`src/rtl/elevator_car_ctrl.sv`:
```
// Per-car motion and door sequencer: collects stop requests into a pending mask
// and walks the car through them with a collective (SCAN) up/down policy.
module elevator_car_ctrl #(
    parameter int NUM_FLOORS       = 7,
    parameter int DOOR_OPEN_CYCLES = 4
) (
    input  logic                  clk,
    input  logic                  rst_n,
    input  logic                  i_req_valid,
    input  logic [2:0]            i_req_floor,
    input  logic [NUM_FLOORS-1:0] i_car_call,
    input  logic [2:0]            i_cur_floor,
    input  logic                  i_in_position,
    input  logic                  i_door_hold,
    output logic [1:0]            o_car_state,
    output logic                  o_door_open,
    output logic [NUM_FLOORS-1:0] o_pending_stops,
    output logic                  o_served_valid,
    output logic [2:0]            o_served_floor,
    output logic                  o_req_err
);

    typedef enum logic [1:0] {
        S_IDLE      = 2'd0,
        S_MOVE_UP   = 2'd1,
        S_MOVE_DOWN = 2'd2,
        S_DOOR_OPEN = 2'd3
    } state_t;

    localparam int CW = (DOOR_OPEN_CYCLES > 1) ? $clog2(DOOR_OPEN_CYCLES) : 1;
    localparam logic [CW-1:0] CNT_LOAD = CW'(DOOR_OPEN_CYCLES - 1);

    state_t                r_state;
    logic                  r_dir_up;
    logic [NUM_FLOORS-1:0] r_pending;
    logic [CW-1:0]         r_door_cnt;
    logic                  r_served_valid;
    logic [2:0]            r_served_floor;
    logic                  r_req_err;

    state_t                w_state_next;
    logic                  w_dir_next;
    logic [NUM_FLOORS-1:0] w_pending_next;
    logic [CW-1:0]         w_cnt_next;
    logic [NUM_FLOORS-1:0] w_cur_hot;
    logic [NUM_FLOORS-1:0] w_req_hot;
    logic [NUM_FLOORS-1:0] w_set;
    logic [NUM_FLOORS-1:0] w_clr;
    logic                  w_req_bad;
    logic                  w_above;
    logic                  w_below;
    logic                  w_here;
    logic                  w_restart;
    logic                  w_enter_door;

    // Floor-relative views of the pending mask; one-hot masks avoid out-of-range indexing.
    always_comb begin
        w_cur_hot = '0;
        w_req_hot = '0;
        w_req_bad = 1'b0;
        w_above   = 1'b0;
        w_below   = 1'b0;
        if (int'(i_cur_floor) < NUM_FLOORS)
            w_cur_hot[i_cur_floor] = 1'b1;
        if (i_req_valid) begin
            if (int'(i_req_floor) < NUM_FLOORS)
                w_req_hot[i_req_floor] = 1'b1;
            else
                w_req_bad = 1'b1;
        end
        for (int i = 0; i < NUM_FLOORS; i++) begin
            if (r_pending[i] && (i > int'(i_cur_floor)))
                w_above = 1'b1;
            if (r_pending[i] && (i < int'(i_cur_floor)))
                w_below = 1'b1;
        end
        w_here    = i_in_position && (|(r_pending & w_cur_hot));
        w_restart = (r_state == S_DOOR_OPEN) && i_in_position &&
                    (|((w_req_hot | i_car_call) & w_cur_hot));
    end

    // Next-state: nothing moves unless the car is aligned at a floor.
    always_comb begin
        w_state_next = r_state;
        w_dir_next   = r_dir_up;
        if (i_in_position) begin
            case (r_state)
                S_IDLE: begin
                    if (w_here) begin
                        w_state_next = S_DOOR_OPEN;
                    end else if (w_above && (r_dir_up || !w_below)) begin
                        w_state_next = S_MOVE_UP;
                        w_dir_next   = 1'b1;
                    end else if (w_below) begin
                        w_state_next = S_MOVE_DOWN;
                        w_dir_next   = 1'b0;
                    end
                end
                S_MOVE_UP: begin
                    if (w_here)
                        w_state_next = S_DOOR_OPEN;
                    else if (int'(i_cur_floor) >= NUM_FLOORS - 1)
                        w_state_next = S_IDLE;
                end
                S_MOVE_DOWN: begin
                    if (w_here)
                        w_state_next = S_DOOR_OPEN;
                    else if (i_cur_floor == 3'd0)
                        w_state_next = S_IDLE;
                end
                S_DOOR_OPEN: begin
                    if ((r_door_cnt == '0) && !i_door_hold && !w_restart) begin
                        if (r_dir_up && w_above) begin
                            w_state_next = S_MOVE_UP;
                        end else if (!r_dir_up && w_below) begin
                            w_state_next = S_MOVE_DOWN;
                        end else if (w_above) begin
                            w_state_next = S_MOVE_UP;
                            w_dir_next   = 1'b1;
                        end else if (w_below) begin
                            w_state_next = S_MOVE_DOWN;
                            w_dir_next   = 1'b0;
                        end else begin
                            w_state_next = S_IDLE;
                        end
                    end
                end
                default: w_state_next = S_IDLE;
            endcase
        end
    end

    // Pending mask and dwell counter; a clear on the door-entry edge beats a same-floor set.
    always_comb begin
        w_enter_door = (w_state_next == S_DOOR_OPEN) && (r_state != S_DOOR_OPEN);
        w_set        = w_req_hot | i_car_call;
        w_clr        = '0;
        if ((r_state == S_DOOR_OPEN) && i_in_position)
            w_set = w_set & ~w_cur_hot;
        if (w_enter_door)
            w_clr = w_cur_hot;
        w_pending_next = (r_pending | w_set) & ~w_clr;

        w_cnt_next = '0;
        if (w_enter_door)
            w_cnt_next = CNT_LOAD;
        else if ((r_state == S_DOOR_OPEN) && (i_door_hold || w_restart))
            w_cnt_next = CNT_LOAD;
        else if ((r_state == S_DOOR_OPEN) && (r_door_cnt != '0))
            w_cnt_next = r_door_cnt - 1'b1;
    end

    always_ff @(posedge clk or negedge rst_n) begin
        if (!rst_n) begin
            r_state        <= S_IDLE;
            r_dir_up       <= 1'b1;
            r_pending      <= '0;
            r_door_cnt     <= '0;
            r_served_valid <= 1'b0;
            r_served_floor <= 3'd0;
            r_req_err      <= 1'b0;
        end else begin
            r_state        <= w_state_next;
            r_dir_up       <= w_dir_next;
            r_pending      <= w_pending_next;
            r_door_cnt     <= w_cnt_next;
            r_served_valid <= w_enter_door;
            if (w_enter_door)
                r_served_floor <= i_cur_floor;
            if (w_req_bad)
                r_req_err <= 1'b1;
        end
    end

    assign o_car_state     = r_state;
    assign o_door_open     = (r_state == S_DOOR_OPEN);
    assign o_pending_stops = r_pending;
    assign o_served_valid  = r_served_valid;
    assign o_served_floor  = r_served_floor;
    assign o_req_err       = r_req_err;

endmodule

```
`config.mk`:
```
export PLATFORM = sky130hd
export DESIGN_NAME = elevator_car_ctrl
export DESIGN_NICKNAME = d
export VERILOG_FILES = /design/src/rtl/elevator_car_ctrl.sv
export SDC_FILE = /design/constraint.sdc
export NUM_CORES = 1
export LEC_CHECK = 0
export BUFFER_PORTS_ARGS = -buffer_cell sky130_fd_sc_hd__clkbuf_2
export CORE_ASPECT_RATIO = 1.2
export CORE_UTILIZATION = 50
export CTS_BUF_LIST = sky130_fd_sc_hd__clkbuf_16
export DETAILED_ROUTE_END_ITERATION = 10
export GPL_TIMING_DRIVEN = 0
export HOLD_SLACK_MARGIN = 0.05
export PLACE_DENSITY = 0.8
export SLEW_MARGIN = 20
export SYNTH_ARGS = -nofsm -noshare
export SYNTH_HDL_FRONTEND = slang
export SYNTH_SLANG_ARGS = --single-unit
```
`constraint.sdc`:
```
create_clock -name clk -period 2.95 [get_ports clk]
set_clock_uncertainty 0.05 [all_clocks]
set_input_delay 0.295 -clock clk [delete_from_list [all_inputs] [get_ports clk]]
set_output_delay 0.295 -clock clk [all_outputs]
set_load 0.005 [all_outputs]
```
==> flow_summary.yaml <==
setup_path:
  crit_path_max_fanout: 10
  cp.arrival_ns: 2.68
  crit_required_ns: 3.03
  path_cells: "ha_1 > nand2_1 > a2111oi_2 > mux2i_1 > a31oi_2 > and3_4 > buf_6 > mux2_4"
  timing.rr.start: "o_car_state[0]"
  critPathSlowestCell: "dfrtp_1"
  r2r_slack_ns: 0.36
  worstSetupEndpointType: "flip-flop"
  cp-start-kind: "flip-flop"
  critPathKind: "reg -> reg"
  r2r_end: "o_served_floor[1]"
  reg2reg_depth: 8
  slowest_delay_ns: 0.47
clock_tree:
  cts_tree: "yes"
  path_clk_slew_ns: 0.05
  cts_buffers: 3
  cts.sinks: 17
  clockBufferDepth: 2
  htreeDepth: 1
  ctsResizeCount: 0
  hold_buffers: 1
  clk_latency_ns: 0.25
  cts_root_buf: "clkbuf_16"
  postCtsSetupRepairBufs: 0
hold_path:
  hold_class: "in -> reg"
  holdPathEnd: "o_pending_stops[6]"
  hp-start: "i_car_call[6]"
  hold_depth: 3
die:
  die_w_um: 50.0
  fp.dieH_um: 59.6
  dieArea_mm2: 0.00298
  core_area_mm2: 0.00258
  initial_core_util_pct: 53.7
  ios: 33
  rows: 20
sta:
  post-route-period-util_pct: 87.9
  timing.hold.ws_ns: 0.294
  rsz0062_at_grt: "no"
  min_period_ns: 2.59
  max_freq_mhz: 386
  hold_violations: 0
  slew-limit-headroom_pct: 69.0
  slew_viol_final: 0
  setup-tns-final_ns: 0
  setup-violations-final: 0
  tightest_slew_ns: 0.461
yosys:
  synthCells: 158
  syn_area_mm2: 0.00138
  yosysSeqAreaShare_pct: 30.8
  synth_xor_area_share_pct: 0
  yosys.area_share.simple_pct: 18.9
  synth_area_per_cell_um2: 8.76
  synth_nets: 182
  yosysUniqueCellTypes: 49
  synth_mux_area_share_pct: 5.33
  synth_edf_count: 0
  synth_compound_area_share_pct: 33.5
  synth_flop_cell: "dfrtp_1"
  ys_seq_elements: 17
  synth_top_family_by_area: "compound AO/OA/AOI/OAI gates"
  async_flop_share_pct: 100
  synthAdderAreaFrac_pct: 5.42
  yosys_warnings: 0
grt:
  grt_pass1_wl_um: 5930
  grt_max_degree: 18
  grtUsageTotal_pct: 26.4
  grt_pass1_vias: 1319
  antenna_found_initial: 0
  grt-ovfl-total: 0
cells_and_area:
  layout-drive-gt1-share_pct: 27.2
  diodes: 0
  area_growth_pct: 21.0
  n_fill_cell: 196
  nets: 220
routing:
  wl_per_cell_um: 15.2
  vias: 1412
  topRoutingLayerUsed: "met4"
  wl_met3_um: 222
  dr.first_iter.drc_count: 78
  ant_nets: 0
  drc: 0
  wl_met1_um: 1380
  met2WireLength_um: 1770
  first_pass_iters: 4
  viasPerCell: 6.19
  drt_wl_total_um: 3470
run:
  drv_cap: 0
placement:
  io_buffers: 32
  dp.final_hpwl_um: 2640
  gp_congestion: 0.877
power_and_ir_drop:
  ir_worst_vdd_mv: 0.570
  cellLeakagePower_nw: 0.725
  power.density_mw_per_mm2: 749
outcome:
  status: "finished clean"
[Yosys cell counts (2+ instances only)]
cell type	n	area share (%)
a21o_1	4	2.2
a21oi_1	14	5.1
a31oi_1	8	3.6
buf_6	3	2.4
clkbuf_1	2	0.54
dfrtp_1	16	29
ha_1	6	5.4
inv_1	9	2.4
mux2_1	2	1.6
nand2_1	13	3.5
nand2b_1	6	2.7
nand3_1	2	0.72
nor2_1	13	3.5
nor2b_1	6	2.7
nor3_1	4	1.4
o211ai_1	3	1.6
o21ai_0	8	2.9
o21ai_1	2	0.72
o21bai_1	4	2.2
o22ai_1	3	1.4
o31ai_1	2	1.1
[sequential cells by signal, indices dropped and copies added (netlist names)]
| name | flops |
|---|---|
| o_pending_stops | 7 |
| o_served_floor | 3 |
| o_car_state | 2 |
| r_door_cnt | 2 |
| o_req_err | 1 |
| o_served_valid | 1 |
| r_dir_up | 1 |
[cells by family after synthesis]
| family | count (synthesis) |
|---|---|
| AOI/OAI and AO/OA | 63 |
| and+or+nand+nor | 51 |
| DFF | 17 |
| buffers and inverters | 16 |
| adders and majority gates | 6 |
| muxes | 5 |
[placed cells by master (no fill, tap or decap), types with 2 or more instances in the layout]
cell type and instances:
clkbuf_2 32, dfrtp_1 16, a21oi_1 14, nand2_1 13, nor2_1 13, inv_1 10
a31oi_1 8, o21ai_0 8, nor2b_1 6, nand2b_1 6, ha_1 6, o21bai_1 4
nor3_1 4, a21o_1 4, buf_6 3, o22ai_1 3, o211ai_1 3, clkbuf_16 3
o21ai_1 2, clkbuf_1 2, nand3_1 2, o31ai_1 2, mux2_1 2
[power breakdown]
group	switching, mW	internal [mW]
logic	0.319	0.279
clock network	0.0916	0.180
registers	0.0747	0.310
total	0.485	0.769
[routing by layer]
| layer | up-vias | track usage [%] |
|---|---|---|
| met5 | - | 0 |
| met4 | 0 | 9.39 |
| met3 | 13 | 2.31 |
| met2 | 72 | 48.2 |
| met1 | 661 | 32.0 |
| li1 | 666 | - |
[per-stage QoR]
| step | worst slack [ns] | total power [mW] | cells | utilization, % | area (µm²) |
|---|---|---|---|---|---|
| 3_5_place_dp | 0.314 | 0.978 | 223 | 61.5 | 1590 |
| 4_1_cts | 0.367 | 1.25 | 228 | 65.0 | 1670 |
| 6_report | 0.356 | 1.25 | 228 | 65.0 | 1670 |
| 5_1_grt | 0.187 | 1.35 | 228 | 65.0 | 1670 |
| 3_3_place_gp | 0.351 | 0.945 | 223 | 61.5 | 1590 |
| 2_1_floorplan | 0.637 | 0.791 | 158 | - | 1380 |
[how the worst max path moves through the flow]
stage | start | endpoint | slack [ns]
floorplan | o_pending_stops[1] | o_served_floor[1] | 0.64
global placement | i_cur_floor[1] | o_served_floor[1] | 0.35
detailed placement | i_cur_floor[2] | o_served_floor[1] | 0.31
CTS | o_car_state[0] | o_served_floor[1] | 0.37
global route | o_car_state[0] | o_served_floor[1] | 0.19
finish | o_car_state[0] | o_served_floor[1] | 0.36
[final cells by class]
class / instances / area, µm² / area share (%)
clock inverters: 1 / 3.75 / 0.224
multi-input cells: 125 / 873 / 52.2
repair buffers: 33 / 170 / 10.2
well taps: 33 / 41.3 / 2.47
inverters: 10 / 37.5 / 2.24
flip-flops and latches: 17 / 427 / 25.5
plain buffers: 6 / 46.3 / 2.77
clock buffers: 3 / 75.1 / 4.48
[critical path, delay by kind of cell, from the launching register on]
family          cells  cell delay [ns]
compound gates      2             0.53
fa+ha+maj           1             0.37
buf+inv             1             0.15
flops               1             0.47
mux                 2             0.46
simple gates        2             0.45
Power figures use the tool's default switching activity.
